[src/rtl/arb_pkg.sv]
// rtl/arb_pkg.sv - shared types and helpers for the burst round-robin arbiter
package arb_pkg;

    typedef enum logic {
        ARB_IDLE = 1'b0,
        ARB_LOCK = 1'b1
    } arb_state_e;

    // Index width for an N-way one-hot, never narrower than one bit
    function automatic int idx_w(input int n);
        return (n > 1) ? $clog2(n) : 1;
    endfunction

endpackage

[src/rtl/arb_rr_pick.sv]
// rtl/arb_rr_pick.sv - combinational round-robin picker, wrap-around double token chain
module arb_rr_pick
    import arb_pkg::*;
#(
    parameter int N = 8
) (
    input  logic [N-1:0] req,
    input  logic [N-1:0] prio,
    output logic [N-1:0] gnt
);

    // The chain is unrolled twice so a token injected at prio can wrap past N-1 back to 0
    logic [2*N-1:0] tok;

    always_comb begin
        tok    = '0;
        gnt    = '0;
        tok[0] = prio[0];
        for (int i = 1; i < 2*N; i++) begin
            tok[i] = prio[i % N] | (tok[i-1] & ~req[(i-1) % N]);
        end
        for (int i = 0; i < N; i++) begin
            gnt[i] = req[i] & (tok[i] | tok[i+N]);
        end
    end

endmodule

[src/rtl/arb_burst_rr.sv]
// rtl/arb_burst_rr.sv - burst-locking round-robin arbiter for one shared valid/ready channel
module arb_burst_rr
    import arb_pkg::*;
#(
    parameter  int N         = 8,
    parameter  int MAX_BEATS = 16,
    localparam int SW        = idx_w(N)
) (
    input  logic          clk,
    input  logic          rst,
    input  logic [N-1:0]  req_valid,
    input  logic [N-1:0]  req_last,
    output logic [N-1:0]  req_ready,
    output logic [N-1:0]  gnt,
    output logic          out_valid,
    output logic          out_last,
    input  logic          out_ready,
    output logic [SW-1:0] out_src,
    output logic          busy,
    output logic          overrun
);

    localparam int            CW       = (MAX_BEATS > 2) ? $clog2(MAX_BEATS) : 1;
    localparam logic [CW-1:0] LAST_CNT = CW'(MAX_BEATS - 1);

    arb_state_e    state_q, state_d;
    logic [N-1:0]  prio_q, prio_d;
    logic [N-1:0]  gnt_q, gnt_d;
    logic [N-1:0]  pick;
    logic [CW-1:0] cnt_q, cnt_d;
    logic          overrun_q, overrun_d;
    logic          beat;

    arb_rr_pick #(.N(N)) u_pick (
        .req  (req_valid),
        .prio (prio_q),
        .gnt  (pick)
    );

    // Channel control depends only on the registered owner; rst blocks any beat in the reset cycle
    assign out_valid = ~rst & (|(req_valid & gnt_q));
    assign out_last  = |(req_last & gnt_q);
    assign req_ready = gnt_q & {N{out_ready & ~rst}};
    assign beat      = out_valid & out_ready;

    assign gnt     = gnt_q;
    assign busy    = (state_q == ARB_LOCK);
    assign overrun = overrun_q;

    always_comb begin
        out_src = '0;
        for (int i = 0; i < N; i++) begin
            if (gnt_q[i]) begin
                out_src = out_src | SW'(i);
            end
        end
    end

    always_comb begin
        state_d   = state_q;
        prio_d    = prio_q;
        gnt_d     = gnt_q;
        cnt_d     = cnt_q;
        overrun_d = 1'b0;
        unique case (state_q)
            ARB_IDLE: begin
                if (|req_valid) begin
                    state_d = ARB_LOCK;
                    gnt_d   = pick;
                    cnt_d   = '0;
                end
            end
            ARB_LOCK: begin
                if (beat) begin
                    if (out_last || (cnt_q == LAST_CNT)) begin
                        state_d   = ARB_IDLE;
                        gnt_d     = '0;
                        cnt_d     = '0;
                        prio_d    = {gnt_q[N-2:0], gnt_q[N-1]};
                        overrun_d = ~out_last;
                    end else begin
                        cnt_d = cnt_q + CW'(1);
                    end
                end
            end
            default: begin
                state_d = ARB_IDLE;
                gnt_d   = '0;
            end
        endcase
    end

    always_ff @(posedge clk) begin
        if (rst) begin
            state_q   <= ARB_IDLE;
            prio_q    <= {{(N-1){1'b0}}, 1'b1};
            gnt_q     <= '0;
            cnt_q     <= '0;
            overrun_q <= 1'b0;
        end else begin
            state_q   <= state_d;
            prio_q    <= prio_d;
            gnt_q     <= gnt_d;
            cnt_q     <= cnt_d;
            overrun_q <= overrun_d;
        end
    end

endmodule

[config.mk]
export PLATFORM = sky130hd
export DESIGN_NAME = arb_burst_rr
export DESIGN_NICKNAME = d
export VERILOG_FILES = /design/src/rtl/arb_pkg.sv /design/src/rtl/arb_rr_pick.sv /design/src/rtl/arb_burst_rr.sv
export SDC_FILE = /design/constraint.sdc
export NUM_CORES = 1
export LEC_CHECK = 0
export CELL_PAD_IN_SITES_DETAIL_PLACEMENT = 0
export CELL_PAD_IN_SITES_GLOBAL_PLACEMENT = 2
export CORE_AREA = 2 2 77 79
export DETAILED_ROUTE_END_ITERATION = 8
export DIE_AREA = 0 0 79 81
export GPL_TIMING_DRIVEN = 1
export PLACE_DENSITY = 0.8
export SLEW_MARGIN = 10
export SYNTH_ARGS = -nofsm -noshare
export SYNTH_HDL_FRONTEND = slang
export SYNTH_SLANG_ARGS = --single-unit
[constraint.sdc]
create_clock -name clk -period 1.7 [get_ports clk]
set_clock_uncertainty 0.2 [all_clocks]
set_input_delay 0.255 -clock clk [delete_from_list [all_inputs] [get_ports clk]]
set_output_delay 0.255 -clock clk [all_outputs]
set_load 0.005 [all_outputs]
==> results.sh, run 1 <==
export IMPL_whs_endpoint="gnt[0]$_SDFFE_PP0P_"
export IMPL_place_hpwl_mm=3.455
export IMPL_seq_area_frac_synth=0.3552
export IMPL_outcome="finished with violations"
export IMPL_synth_nets=167
export IMPL_num_rows=28
export IMPL_wl_per_cell_um=14.29
export IMPL_rr_endpoint="cnt_q[2]$_SDFFE_PP0P_"
export IMPL_cts_buffers_inserted=3
export IMPL_worstSkewPairLatency_ns=0.26
export IMPL_fin_crit_sh=1.148
export IMPL_area_growth_syn_to_layout_pct=91.83
export IMPL_drt_initial_drc_count=43
export IMPL_vias_per_cell=4.758
export IMPL_met1_usage=0.1915
export IMPL_synth_edf_count=0
export IMPL_synth_distinct_cells=40
export IMPL_die_h_um=81
export IMPL_min_path_type="input port to register"
export IMPL_r2r_cells=7
export IMPL_fin_ws_ns=-0.2512
export IMPL_drv_slew=0
export IMPL_rsz0062_at_grt="true"
export IMPL_grtUsageMet3=0.02778
export IMPL_wirelength_mm=4.657
export IMPL_crit_path_cell_trace="buf_6 -> a22oi_2 -> nand4_2 -> buf_4 -> buf_6 -> or4_4 -> a21oi_2"
export IMPL_crit_type="register to register"
export IMPL_cts_tree="yes"
export IMPL_ios=42
export IMPL_max_cap_violations=0
export IMPL_critical_path_max_fanout=5
export IMPL_yosysTopAreaCell="dfxtp_1"
export IMPL_fin_setup_tns_ns=-3.162
export IMPL_violations="setup timing"
export IMPL_max_slew_margin_rel=0.7186
export IMPL_setup_viol=27
export IMPL_clkTransAtPathRegs_ns=0.08
export IMPL_portBuffers=41
export IMPL_start_util=0.2185
export IMPL_clock_sinks=22
export IMPL_cp_end_kind="register"
export IMPL_clockBufferDepth=2
export IMPL_cp_data_arrival_time_ns=1.95
export IMPL_finalPower_mw=1.098
export IMPL_cp_required_ns=1.70
export IMPL_netlist_instances=147
export IMPL_grt_usage=0.1457
export IMPL_holdPathStages=2
export IMPL_startpoint_type="register"
export IMPL_drc=0
export IMPL_n_antenna_cell=0
export IMPL_grt_first_pass_wirelength_mm=7.203
export IMPL_syn_area_um2=1240
export IMPL_use_met2=0.2466
export IMPL_p_per_area_nw_per_um2=461.8
export IMPL_dieArea_um2=6399
export IMPL_ant_nets=0
export IMPL_period_needed_ns=1.951
export IMPL_cts_root_buf="clkbuf_8"
export IMPL_r2r_start="gnt[5]$_SDFFE_PP0P_"
export IMPL_ys_seq_elements=22
export IMPL_synth_top_area_frac=0.3552
export IMPL_dr_pass1_iters=4
export IMPL_max_vdd_ir_drop_mv=0.2480
export IMPL_grt_max_degree=14
export IMPL_yosys_top_cells_area="dfxtp_1 (36%), mux2i_1 (5.7%), a22oi_1 (5.4%)"
export IMPL_place_congestion=0.8609
export IMPL_cellLeakagePower_nw=1.062
export IMPL_worst_pin_slew_ns=0.4205
export IMPL_min_from="req_valid[0]"
export IMPL_busiest_layer="met2"
export IMPL_hold_viol=0
export IMPL_r2r_slack_ns=-0.25
export IMPL_grt_antenna_before_repair=0
export IMPL_synth_most_common_cell="dfxtp_1"
export IMPL_grt_ovfl_total=0
export IMPL_cpMaxStageDelayCell="or4_4"
export IMPL_drive_above_1_share=0.4821
export IMPL_cp_common_cell="buf_6"
export IMPL_yosys_top_cells_count="dfxtp_1 (22), nor2_1 (16), a21oi_1 (11), a22oi_1 (9), and2_1 (8)"
export IMPL_fmax_mhz=512.5
export IMPL_die_w_um=79
export IMPL_htreeDepth=1
export IMPL_layout_nets=272
export IMPL_synth_top_flop_cell="dfxtp_1"
export IMPL_yosysWarnings=0
export IMPL_postCtsHoldBufs=0
export IMPL_grt_pass1_vias=1427
export IMPL_slowest_delay_ns=0.51
export IMPL_core_um2=5675
export IMPL_synth_avg_cell_area_um2=8.435
export IMPL_vias=1551
export IMPL_startpoint="gnt[5]$_SDFFE_PP0P_"
export IMPL_async_flop_share=0
==> worst max-delay path: cells and delay by family (launching register included) <==
family          cells  cell delay, ns
simple gates        2            0.62
flops               1            0.37
compound gates      2            0.32
buf+inv             3            0.38
==> layer usage <==
layer | wire length [µm] | up-vias
li1 | - | 774
met1 | 2119 | 722
met2 | 2205 | 48
met3 | 258 | 7
met4 | 74 | 0
met5 | 0 | -
==> cells in the final DEF (no fill, tap or decap), drive strengths merged, types with 4 or more instances in the layout <==
cell / Yosys / final
nor2: 17 / 17
nand3: 5 / 5
dlygate4sd2: 0 / 15
nor2b: 5 / 5
mux2i: 7 / 7
a21oi: 11 / 11
inv: 7 / 7
o21ai: 5 / 5
clkdlybuf4s50: 0 / 12
a32o: 4 / 4
a22oi: 9 / 9
nor3: 8 / 8
buf: 1 / 71
or4: 6 / 6
and2: 8 / 8
dfxtp: 22 / 22
clkbuf: 3 / 9
==> registers in the layout (all words and copies together), names as in the netlist <==
register and count:
busy 1, cnt_q 4, gnt 8, overrun 1, prio_q 8
==> logic make-up (layout without fill, tap and decap cells) <==
kind of cell,count (synthesis),in the layout,synth area share
AO/OA/AOI/OAI,42,42,0.2381
adder cells (fa/ha/maj),1,1,0.01009
buffers and inverters,11,115,0.03431
flip-flops,22,22,0.3552
multiplexers,7,7,0.05651
AND/OR/NAND/NOR,64,64,0.3058
==> final cells by class <==
cell class | count | area [µm²]
well taps | 75 | 93.84
fillers | 600 | 3297
inverters | 7 | 26.28
clock buffers | 4 | 45.04
flip-flops and latches | 22 | 467.9
repair buffers | 104 | 852.1
multi-input cells | 114 | 893.4
==> stage by stage <==
step           hold slack [ns]  std cells    util  setup slack [ns]  instance area [µm²]
2_1_floorplan           0.2083        147       -           -0.1257                 1276
3_3_place_gp            0.2767        304  0.3699           -0.7026                 2100
3_5_place_dp            0.2779        304  0.3699           -0.7113                 2100
4_1_cts                 0.2700        319  0.4021           -0.2192                 2282
5_1_grt                 0.1635        326  0.4191           -0.3434                 2379
6_report                0.1643        326  0.4191           -0.2512                 2379
==> power breakdown <==
part	leakage, nW	total, mW	switching (mW)	internal [mW]
Combinational	0.856	0.240	0.103	0.136
Sequential	0.183	0.523	0.00975	0.513
Clock	0.0228	0.336	0.169	0.167
==> worst max path at each step <==
stage,cells after the start,to
after floorplan,5,gnt[2]$_SDFFE_PP0P_
after global placement,6,gnt[2]$_SDFFE_PP0P_
after detailed placement,6,gnt[2]$_SDFFE_PP0P_
after CTS,6,gnt[2]$_SDFFE_PP0P_
after global routing,7,cnt_q[2]$_SDFFE_PP0P_
final,7,cnt_q[2]$_SDFFE_PP0P_
==> what timing repair did <==
action,in CTS,in global routing
gates cloned,1,0
endpoints found under the setup margin,43,33
buffers inserted,10,8
pin swaps,11,19
resized for setup,82,37
No activity file was read; power rests on OpenSTA's default activity.
==> inputs of run 2 (changes only) <==
- SETUP_SLACK_MARGIN: default -> 0.3
==> results.sh, run 2 (synthesis results as in run 1) <==
export IMPL_outcome="finished with violations"
export IMPL_violations="setup timing"
export IMPL_wl_per_cell_um=14.44
export IMPL_grt_ovfl_total=0
export IMPL_ios=42
export IMPL_vias=1547
export IMPL_place_congestion=0.8307
export IMPL_grt_pass1_vias=1509
export IMPL_critical_path_max_fanout=6
export IMPL_drive_above_1_share=0.5234
export IMPL_htreeDepth=1
export IMPL_layout_commonest_cell="buf_4"
export IMPL_grt_first_pass_wirelength_mm=7.438
export IMPL_cp_data_arrival_time_ns=1.97
export IMPL_period_needed_ns=1.969
export IMPL_cts_root_buf="clkbuf_8"
export IMPL_r2r_start="gnt[3]$_SDFFE_PP0P_"
export IMPL_crit_type="register to register"
export IMPL_startpoint="gnt[3]$_SDFFE_PP0P_"
export IMPL_portBuffers=41
export IMPL_place_hpwl_mm=3.303
export IMPL_setup_viol=24
export IMPL_min_from="req_valid[2]"
export IMPL_rsz0062_at_grt="true"
export IMPL_dpl_worst_slack_ns=-0.7085
export IMPL_hold_viol=0
export IMPL_clockBufferDepth=2
export IMPL_clkTransAtPathRegs_ns=0.08
export IMPL_fin_ws_ns=-0.2694
export IMPL_worst_pin_slew_ns=0.4645
export IMPL_max_cap_violations=0
export IMPL_die_h_um=81
export IMPL_drc=0
export IMPL_startpoint_type="register"
export IMPL_cp_required_ns=1.70
export IMPL_cts_buffers_inserted=3
export IMPL_max_vdd_ir_drop_mv=0.2415
export IMPL_core_um2=5675
export IMPL_ant_nets=0
export IMPL_wirelength_mm=4.780
export IMPL_dieArea_um2=6399
export IMPL_final_util=0.4323
export IMPL_fmax_mhz=507.8
export IMPL_worstSkewPairLatency_ns=0.26
export IMPL_num_rows=28
export IMPL_min_path_type="input port to register"
export IMPL_area_growth_syn_to_layout_pct=97.88
export IMPL_vias_per_cell=4.674
export IMPL_cp_end_kind="register"
export IMPL_max_slew_margin_rel=0.6892
export IMPL_grt_max_degree=14
export IMPL_fin_crit_sh=1.158
export IMPL_die_w_um=79
export IMPL_postCtsHoldBufs=0
export IMPL_dr_pass1_iters=5
export IMPL_start_util=0.2185
export IMPL_drv_slew=0
export IMPL_grt_antenna_before_repair=0
export IMPL_n_antenna_cell=0
export IMPL_drt_initial_drc_count=64
export IMPL_grt_usage=0.1508
export IMPL_cts_tree="yes"
export IMPL_clock_sinks=22
export IMPL_p_per_area_nw_per_um2=442.1
export IMPL_final_cell_mix="buf_4 (46), buf_6 (33), nor2_1 (15)"
export IMPL_cellLeakagePower_nw=1.080
export IMPL_layout_nets=277
run 2: cell count changes in the layout (fill, tap and decap cells not counted), sizes merged:
cell / delta
buf: +22
clkdlybuf4s50: -9
dlygate4sd2: -5
clkbuf: -4
clkdlybuf4s15: +1
run 2: power by group:
part	internal [mW]	switching, mW	total, mW
clock network	0.167	0.161	0.328
logic	0.134	0.104	0.238
registers	0.510	0.00934	0.519
run 2: worst max-delay path: stages (launching register included):
cell and delay, ns:
dfxtp_4 0.37, a22oi_2 0.20, nand4_2 0.14, buf_4 0.16, buf_6 0.10, buf_6 0.12
or4_4 0.48, a21oi_2 0.12
run 2: final timing paths:
check	cells after the start	slack (ns)	end
hold reg to reg	2	0.35	overrun$_SDFF_PP0_
setup / recovery	7	-0.27	cnt_q[2]$_SDFFE_PP0P_
hold / removal	4	0.14	gnt[2]$_SDFFE_PP0P_
setup reg to reg	7	-0.27	cnt_q[2]$_SDFFE_PP0P_
run 2: layout make-up:
class / count / area [µm²]
fillers: 577 / 3222
repair buffers: 109 / 939.7
multi-input cells: 114 / 874.6
flip-flops and latches: 22 / 474.2
well taps: 75 / 93.84
clock buffers: 4 / 45.04
inverters: 7 / 26.28
run 2: what timing repair did:
item                       CTS  global route
gates cloned                 1             0
setup endpoints to repair   45            39
resized for setup          176            14
pin swaps                   22             7
setup buffers               20             2
run 2: per-stage QoR:
stage          cell area [µm²]  hold slack [ns]  power (mW)  setup TNS (ns)  cells
2_1_floorplan             1276           0.2083      0.5989         -0.6255    147
3_3_place_gp              2100           0.2767      0.7447          -17.21    304
3_5_place_dp              2100           0.2804      0.7426          -16.86    304
4_1_cts                   2397           0.1307       1.092          -3.850    329
5_1_grt                   2454           0.1580       1.148          -6.336    331
6_report                  2454           0.1435       1.085          -4.436    331
run 2: metal layers:
layer,vias up,share of wire,global-route usage,routed length (µm)
met2,51,0.48,0.2669,2317
li1,777,-,-,-
met4,0,0.0052,0.04138,25
met5,-,0,0,0
met3,2,0.062,0.02778,296
met1,717,0.45,0.1880,2140
==> inputs of run 3 (changes only) <==
- CORE_AREA: 2 2 77 79 -> 4 4 79 81
- DIE_AREA: 0 0 79 81 -> 0 0 83 85
- PLACE_DENSITY: 0.8 -> 0.77
==> results.sh, run 3 (synthesis results as in run 1) <==
export IMPL_clkTransAtPathRegs_ns=0.08
export IMPL_worstSkewPairLatency_ns=0.26
export IMPL_cp_end_kind="output pin"
export IMPL_fmax_mhz=536.6
export IMPL_ff_latch_area_um2=476.7
export IMPL_startpoint_type="register"
export IMPL_layout_commonest_cell="buf_4"
export IMPL_max_cap_violations=0
export IMPL_die_h_um=85
export IMPL_period_needed_ns=1.864
export IMPL_place_congestion=0.7858
export IMPL_num_rows=27
export IMPL_cts_root_buf="clkbuf_8"
export IMPL_cts_tree="yes"
export IMPL_wl_per_cell_um=14.88
export IMPL_n_antenna_cell=0
export IMPL_nFillCells=542
export IMPL_final_cell_mix="buf_4 (46), buf_6 (45), nor2_1 (15)"
export IMPL_area_growth_syn_to_layout_pct=112.3
export IMPL_hold_viol=0
export IMPL_dpl_worst_slack_ns=-0.7188
export IMPL_fin_cells=335
export IMPL_die_w_um=83
export IMPL_grt_max_degree=15
export IMPL_grt_pass1_vias=1618
export IMPL_final_util=0.4810
export IMPL_drt_initial_drc_count=94
export IMPL_drv_slew=0
export IMPL_rsz0062_at_grt="true"
export IMPL_grt_antenna_before_repair=0
export IMPL_cp_required_ns=1.24
export IMPL_worst_pin_slew_ns=0.4267
export IMPL_postCtsHoldBufs=0
export IMPL_ios=42
export IMPL_critical_path_max_fanout=5
export IMPL_clockBufferDepth=2
export IMPL_htreeDepth=1
export IMPL_portBuffers=41
export IMPL_ant_nets=0
export IMPL_dr_pass1_iters=4
export IMPL_max_slew_margin_rel=0.7145
export IMPL_clock_sinks=22
export IMPL_core_um2=5473
export IMPL_vias=1609
export IMPL_vias_per_cell=4.803
export IMPL_wirelength_mm=4.986
export IMPL_multiInputGateArea_um2=930.9
export IMPL_place_hpwl_mm=3.477
export IMPL_fin_crit_sh=1.096
export IMPL_postLayoutCellArea_um2=2633
export IMPL_cellLeakagePower_nw=1.172
export IMPL_cts_buffers_inserted=3
export IMPL_grt_first_pass_wirelength_mm=7.997
export IMPL_start_util=0.2266
export IMPL_grt_ovfl_total=0
export IMPL_drive_above_1_share=0.5817
export IMPL_max_vdd_ir_drop_mv=0.2678
export IMPL_cp_data_arrival_time_ns=1.41
export IMPL_postPlaceCellArea_um2=2118
export IMPL_grt_usage=0.1380
export IMPL_drc=0
export IMPL_violations="setup timing"
export IMPL_hold_ws_ns=0.1712
export IMPL_setup_viol=25
export IMPL_fin_ws_ns=-0.1638
export IMPL_outcome="finished with violations"
export IMPL_crit_type="register to output pin"
export IMPL_p_per_area_nw_per_um2=427.3
export IMPL_dieArea_um2=7055
export IMPL_dp_cells=304
export IMPL_min_path_type="input port to register"
export IMPL_layout_nets=284
## run 3: changes by cell type in the layout (fill, tap and decap cells not counted), sizes merged
| cell | before | now |
|---|---|---|
| buf | 93 | 100 |
| clkbuf | 5 | 4 |
| clkdlybuf4s15 | 2 | 3 |
| clkdlybuf4s50 | 3 | 5 |
| dlygate4sd2 | 10 | 4 |
| dlymetal6s2s | 0 | 4 |
## run 3: worst max-delay path: stages (launching register included)
cell and delay [ns]:
dfxtp_4 0.38, buf_6 0.11, buf_6 0.10, or4_1 0.40
buf_2 0.15
## run 3: final timing paths
path	startpoint	endpoint	slack, ns	cells after the start
worst min-delay path	rst	gnt[1]$_SDFFE_PP0P_	0.17	3
worst min register to register	cnt_q[3]$_SDFFE_PP0P_	overrun$_SDFF_PP0_	0.29	2
worst max-delay path	gnt[5]$_SDFFE_PP0P_	out_src[0]	-0.16	4
worst max register to register	gnt[2]$_SDFFE_PP0P_	gnt[2]$_SDFFE_PP0P_	-0.15	5
## run 3: power breakdown
group	switching, mW	leakage (nW)	internal [mW]	total [mW]
sequential	0.0104	0.185	0.510	0.520
combinational	0.111	0.965	0.158	0.268
clock	0.169	0.0228	0.167	0.336
total	0.290	1.17	0.835	1.12
## run 3: per-layer routing
metal | track usage | up-vias | wire length (µm)
met5 | 0 | - | 0
met1 | 0.1694 | 767 | 2234
met4 | 0.04012 | 0 | 80
li1 | - | 795 | -
met3 | 0.02524 | 4 | 192
met2 | 0.2456 | 43 | 2479
## run 3: layout make-up
class / count / area share
clock buffer: 4 / 0.01711
inverter: 7 / 0.009981
multi-input combinational: 114 / 0.3536
sequential: 22 / 0.1811
tap: 72 / 0.03422
timing repair buffer: 116 / 0.4040
## run 3: timing repair
action,4_1_cts,5_1_grt
resized for setup,171,40
endpoints found under the hold margin,0,0
buffers inserted,17,9
pin swaps,21,17
setup endpoints to repair,45,41
cloned,1,0
## run 3: stage by stage
step           setup TNS, ns  power, mW
6_report              -2.171      1.125
5_1_grt               -4.383      1.185
4_1_cts               -2.764      1.125
3_5_place_dp          -16.44     0.7469
3_3_place_gp          -16.11     0.7475
2_1_floorplan        -0.6255     0.5989
==> variant 1, RTL diff (flow settings as in run 2) <==
Set the parameter `MAX_BEATS` to 8 (it was 16).
--- a/src/rtl/arb_burst_rr.sv
+++ b/src/rtl/arb_burst_rr.sv
@@ -3,7 +3,7 @@
     import arb_pkg::*;
 #(
     parameter  int N         = 8,
-    parameter  int MAX_BEATS = 16,
+    parameter  int MAX_BEATS = 8,
     localparam int SW        = idx_w(N)
 ) (
     input  logic          clk,
Behaviour: not the same (a bounded check fails within 10 cycles, from zero or initial values and one cycle with rst high).
==> variant 1 against run 2 <==
The flow still finishes with violations (negative setup slack); design area decreased by 0.46%; synthesized area fell by 9.5%; die area stayed put; routed wire length down 0.84%; critical path depth down 1; total power decreased by 1.2%; via count down 7.5%; sequential cell count is 1 lower; worst hold slack better by 77 ps; setup slack got worse by 63 ps; largest power group unchanged; highest routed layer unchanged.
==> variant 1: results (changes against run 2) <==
- Filler cell count in the final layout: 576 (-0.17%)
- WP data arrival: 1990 ps (+20 ps)
- Initial DRC count: 79 (+23%)
- Top post-synthesis cells by area: dfxtp_1 37%, a22oi_1 6.7%, mux2i_1 6.2%
- Vias in the first global route: 1375 (-8.9%)
- Root buf cell: clkbuf_8
- # diodes: 0 (unchanged)
- Layout cells sized above 1: 59.7% (+7.3 points)
- Initial antenna violation count: 0 (unchanged)
- Place WS: -800 ps (-91.7 ps)
- Hold_sp: req_valid[2]
- P_leak: 1.14 nW (+5.8%)
- Worst setup path start: prio_q[7]$_SDFFE_PP0P_
- Largest net degree at the start of global routing: 18 (+4)
- Slowest cell delay on critical path: 340 ps (-140 ps)
- Run status: complete, but fails checks
- Slowest CP cell: or3b_1
- Clk Latency, worst-skew pair: 260 ps (about the same)
- TritonCTS buffer count: 3 (unchanged)
- Final setup violation count: 22 (-8.3%)
- Setup ws final: -333 ps (-63.1 ps)
- Total iterations of the first detailed-routing run: 4 (-1)
- First-pass GRT wire length: 7130 um (-4.1%)
- Seq/Total Area, Yosys: 37.5% (+1.9 points)
- GRT Total Usage: 14.7% (-0.42 points)
- Syn Nets: 150 (-10%)
- Setup_tns: -2970 ps (+1470 ps)
- CTS clock-pin slew for the worst setup and hold paths: 80 ps (about the same)
- NetSw: 0.287 mW (+5.0%)
- Htree depth: 1 (unchanged)
- I/O Buffers: 41 (unchanged)
- Cell family with most CP delay: compound AO/OA/AOI/OAI gates
- Crit-path max FO: 4 (-2)
- Min-Delay Path Class: input pin to flop
- Vias/cell: 4.57 (-2.2%)
- Yosys cell types: 35 (-13%)
- HPWL after detailed placement: 3150 um (-4.5%)
- RePlAce Congestion: 0.845 (+1.7%)
- Failing checks: negative setup slack
- Routed len/inst: 15.1 um (+4.9%)
- Maximum buffer depth of the clock tree: 2 (unchanged)
- Top cells by count, synth: 21 x dfxtp_1, 16 x nor2_1, 10 x a22oi_1
- NumNets Final: 260 (-6.1%)
- Area after DPL: 2020 um2 (-3.6%)
- Slew at the pin closest to its max-slew limit: 345 ps (-120 ps)
- Max VDD drop: 0.256 mV (+6.2%)
==> variant 1: cell types whose count changed in the layout (fill, tap and decap cells not counted), sizes merged, moves of 4 or more <==
cell                run 2  this run
nand2                   1         8
dlygate4sd2            10        14
inv                     7         2
o21bai                  1         5
buf                    93        88
a21oi                  11         3
==> variant 1: area by class of cell <==
cell class | count | area share (%)
Multi-Input combinational cell | 103 | 36.6
Sequential cell | 21 | 18.6
Tap cell | 75 | 3.84
Timing Repair Buffer | 108 | 38.8
Inverter | 2 | 0.307
Clock buffer | 4 | 1.84
==> variant 1: metrics by stage <==
step	utilization [%]	cells	hold slack (ps)
final	43.0	313	221
after global routing	43.0	313	241
after CTS	40.5	307	299
after detailed placement	35.7	285	297
after global placement	35.7	285	284
after floorplan	-	129	180
==> variant 1: power groups by stage <==
stage               logic, mW  registers (mW)  clock network [mW]
global placement        0.202           0.514                   0
finish                  0.246           0.490               0.336
floorplan              0.0675           0.514                   0
global route            0.262           0.491               0.362
detailed placement      0.202           0.514                   0
CTS                     0.232           0.491               0.347
==> variant 1: worst reg2reg max path, stage by stage, from the launching register on <==
cell and delay (ps):
dfxtp_1 320, or3b_1 190, or3b_1 340, a21o_1 200
a311oi_4 320, o21bai_1 100, a32o_1 260
==> variant 1: layer usage <==
| metal | GRT usage, % | vias up | wire length [um] | share of wire (%) |
|---|---|---|---|---|
| li1 | - | 712 | - | - |
| met1 | 18.1 | 671 | 1990 | 42 |
| met2 | 26.9 | 46 | 2480 | 52 |
| met3 | 1.67 | 2 | 243 | 5.1 |
| met4 | 3.97 | 0 | 31 | 0.65 |
| met5 | 0 | - | 0 | 0 |
==> variant 1: cells by family (layout without fill, tap and decap cells) <==
logic type,after synthesis,count (layout),share of synthesized area [%]
simple gates,57,59,27.1
compound gates,35,35,24.5
flops,21,21,37.5
mux,7,7,6.24
buf+inv,7,114,2.45
fa+ha+maj,2,2,2.23
==> variant 1: timing repair <==
item,in CTS,in global routing
setup endpoints to repair,44,33
setup buffers,16,6
resized for setup,154,34
pin swaps,26,13
cloned,2,0
==> variant 1: worst paths after layout <==
| check | to | slack, ps | depth (start not counted) |
|---|---|---|---|
| hold / removal | gnt[2]$_SDFFE_PP0P_ | 220 | 3 |
| setup reg to reg | gnt[4]$_SDFFE_PP0P_ | -330 | 6 |
| setup / recovery | gnt[4]$_SDFFE_PP0P_ | -330 | 6 |
| hold reg to reg | cnt_q[1]$_SDFFE_PP0P_ | 310 | 2 |
==> variant 2, RTL diff (settings of run 2) <==
Made on the original files. Put one more register stage on the output `overrun`, cleared by the reset. The value now appears one clock later. The other outputs are not delayed to match.
--- a/src/rtl/arb_burst_rr.sv
+++ b/src/rtl/arb_burst_rr.sv
@@ -45,7 +45,13 @@
 
     assign gnt     = gnt_q;
     assign busy    = (state_q == ARB_LOCK);
-    assign overrun = overrun_q;
+    always_ff @(posedge clk) begin
+        if (rst) begin
+            overrun <= '0;
+        end else begin
+            overrun <= overrun_q;
+        end
+    end
 
     always_comb begin
         out_src = '0;
Function: no difference found for any inputs over 10 cycles, from zero or initial values and one cycle with rst high; that may be too few to reach the edited logic, so the function may still have changed.
==> variant 2 against run 2 <==
The flow still finishes with violations (negative setup slack); routed wire length rose by 9.1%; synthesized area rose by 6.8%; design area rose by 14%; setup slack improved by 19 ps; global-route usage rose by 0.35 points; total power rose by 10%; sequential cell count rose by 1; largest cell class unchanged; combinational power rose by 26%.
==> variant 2: results (changes against run 2) <==
- Run status: complete, but fails checks
- Failing checks: negative setup slack
- Reg2reg end: prio_q[2]$_SDFFE_PP0P_
- Synth Area in Adders: 0.945% (-0.064 points)
- Synth Area in Compound Gates: 26.1% (+2.3 points)
- Total number of vias: 1661 (+7.4%)
- Setup ws final: -250 ps (+19.0 ps)
- Mux cell area share after synthesis: 2.46% (-3.2 points)
- GRT Total Usage: 15.4% (+0.35 points)
- Syn Nets: 178 (+6.6%)
- Hold_sp: overrun_q$_SDFF_PP0_
- Logic power comb: 0.299 mW (+26%)
- Min-Delay Path Class: flop to flop
- NumNets Final: 298 (+7.6%)
- Hold EP: overrun$_SDFF_PP0_
- Top cells by count, synth: 23 x dfxtp_1, 13 x inv_1, 13 x nor2_1
- HPWL after detailed placement: 3790 um (+15%)
- Initial DRC count: 72 (+13%)
- Vias in the first global route: 1554 (+3.0%)
- Post-Layout Cell Count: 352 (+6.3%)
- Top post-synthesis cells by area: dfxtp_1 35%, nand3_1 4.5%, a22oi_1 4.5%
- Yosys cell types: 46 (+15%)
- Area after DPL: 2320 um2 (+11%)
- WP data arrival: 1920 ps (-50 ps)
- RePlAce Congestion: 0.905 (+8.9%)
- P_leak: 1.24 nW (+15%)
- First-pass GRT wire length: 7670 um (+3.1%)
- Cell internal pwr: 0.873 mW (+7.7%)
- Placed cell count: 323 (+6.3%)
- Final setup violation count: 28 (+17%)
variant 2: routing by layer:
| layer | GRT usage (%) | wire length, um |
|---|---|---|
| met1 | 19.5 | 2270 |
| met3 | 2.00 | 203 |
| met4 | 5.69 | 87 |
| met2 | 26.9 | 2650 |
| met5 | 0 | 0 |
variant 2: layout make-up:
| class | count | area (um2) | area share [%] |
|---|---|---|---|
| repair buffers | 119 | 1110 | 39.6 |
| clock buffers | 4 | 45.0 | 1.61 |
| inverters | 13 | 48.8 | 1.74 |
| well taps | 75 | 93.8 | 3.36 |
| flip-flops and latches | 23 | 498 | 17.8 |
| multi-input cells | 118 | 1000 | 35.9 |
variant 2: worst max-delay path, cell delays in order (launching register included):
cell and delay, ps:
dfxtp_4 360, buf_12 120, a22oi_2 190, nand4_4 120
buf_12 150, o2111ai_4 270, buf_6 150, mux2_4 280
variant 2: repair_timing:
action	4_1_cts	5_1_grt
setup buffers	17	7
pin swaps	12	13
setup endpoints to repair	45	39
resized for setup	143	30
gates cloned	0	1
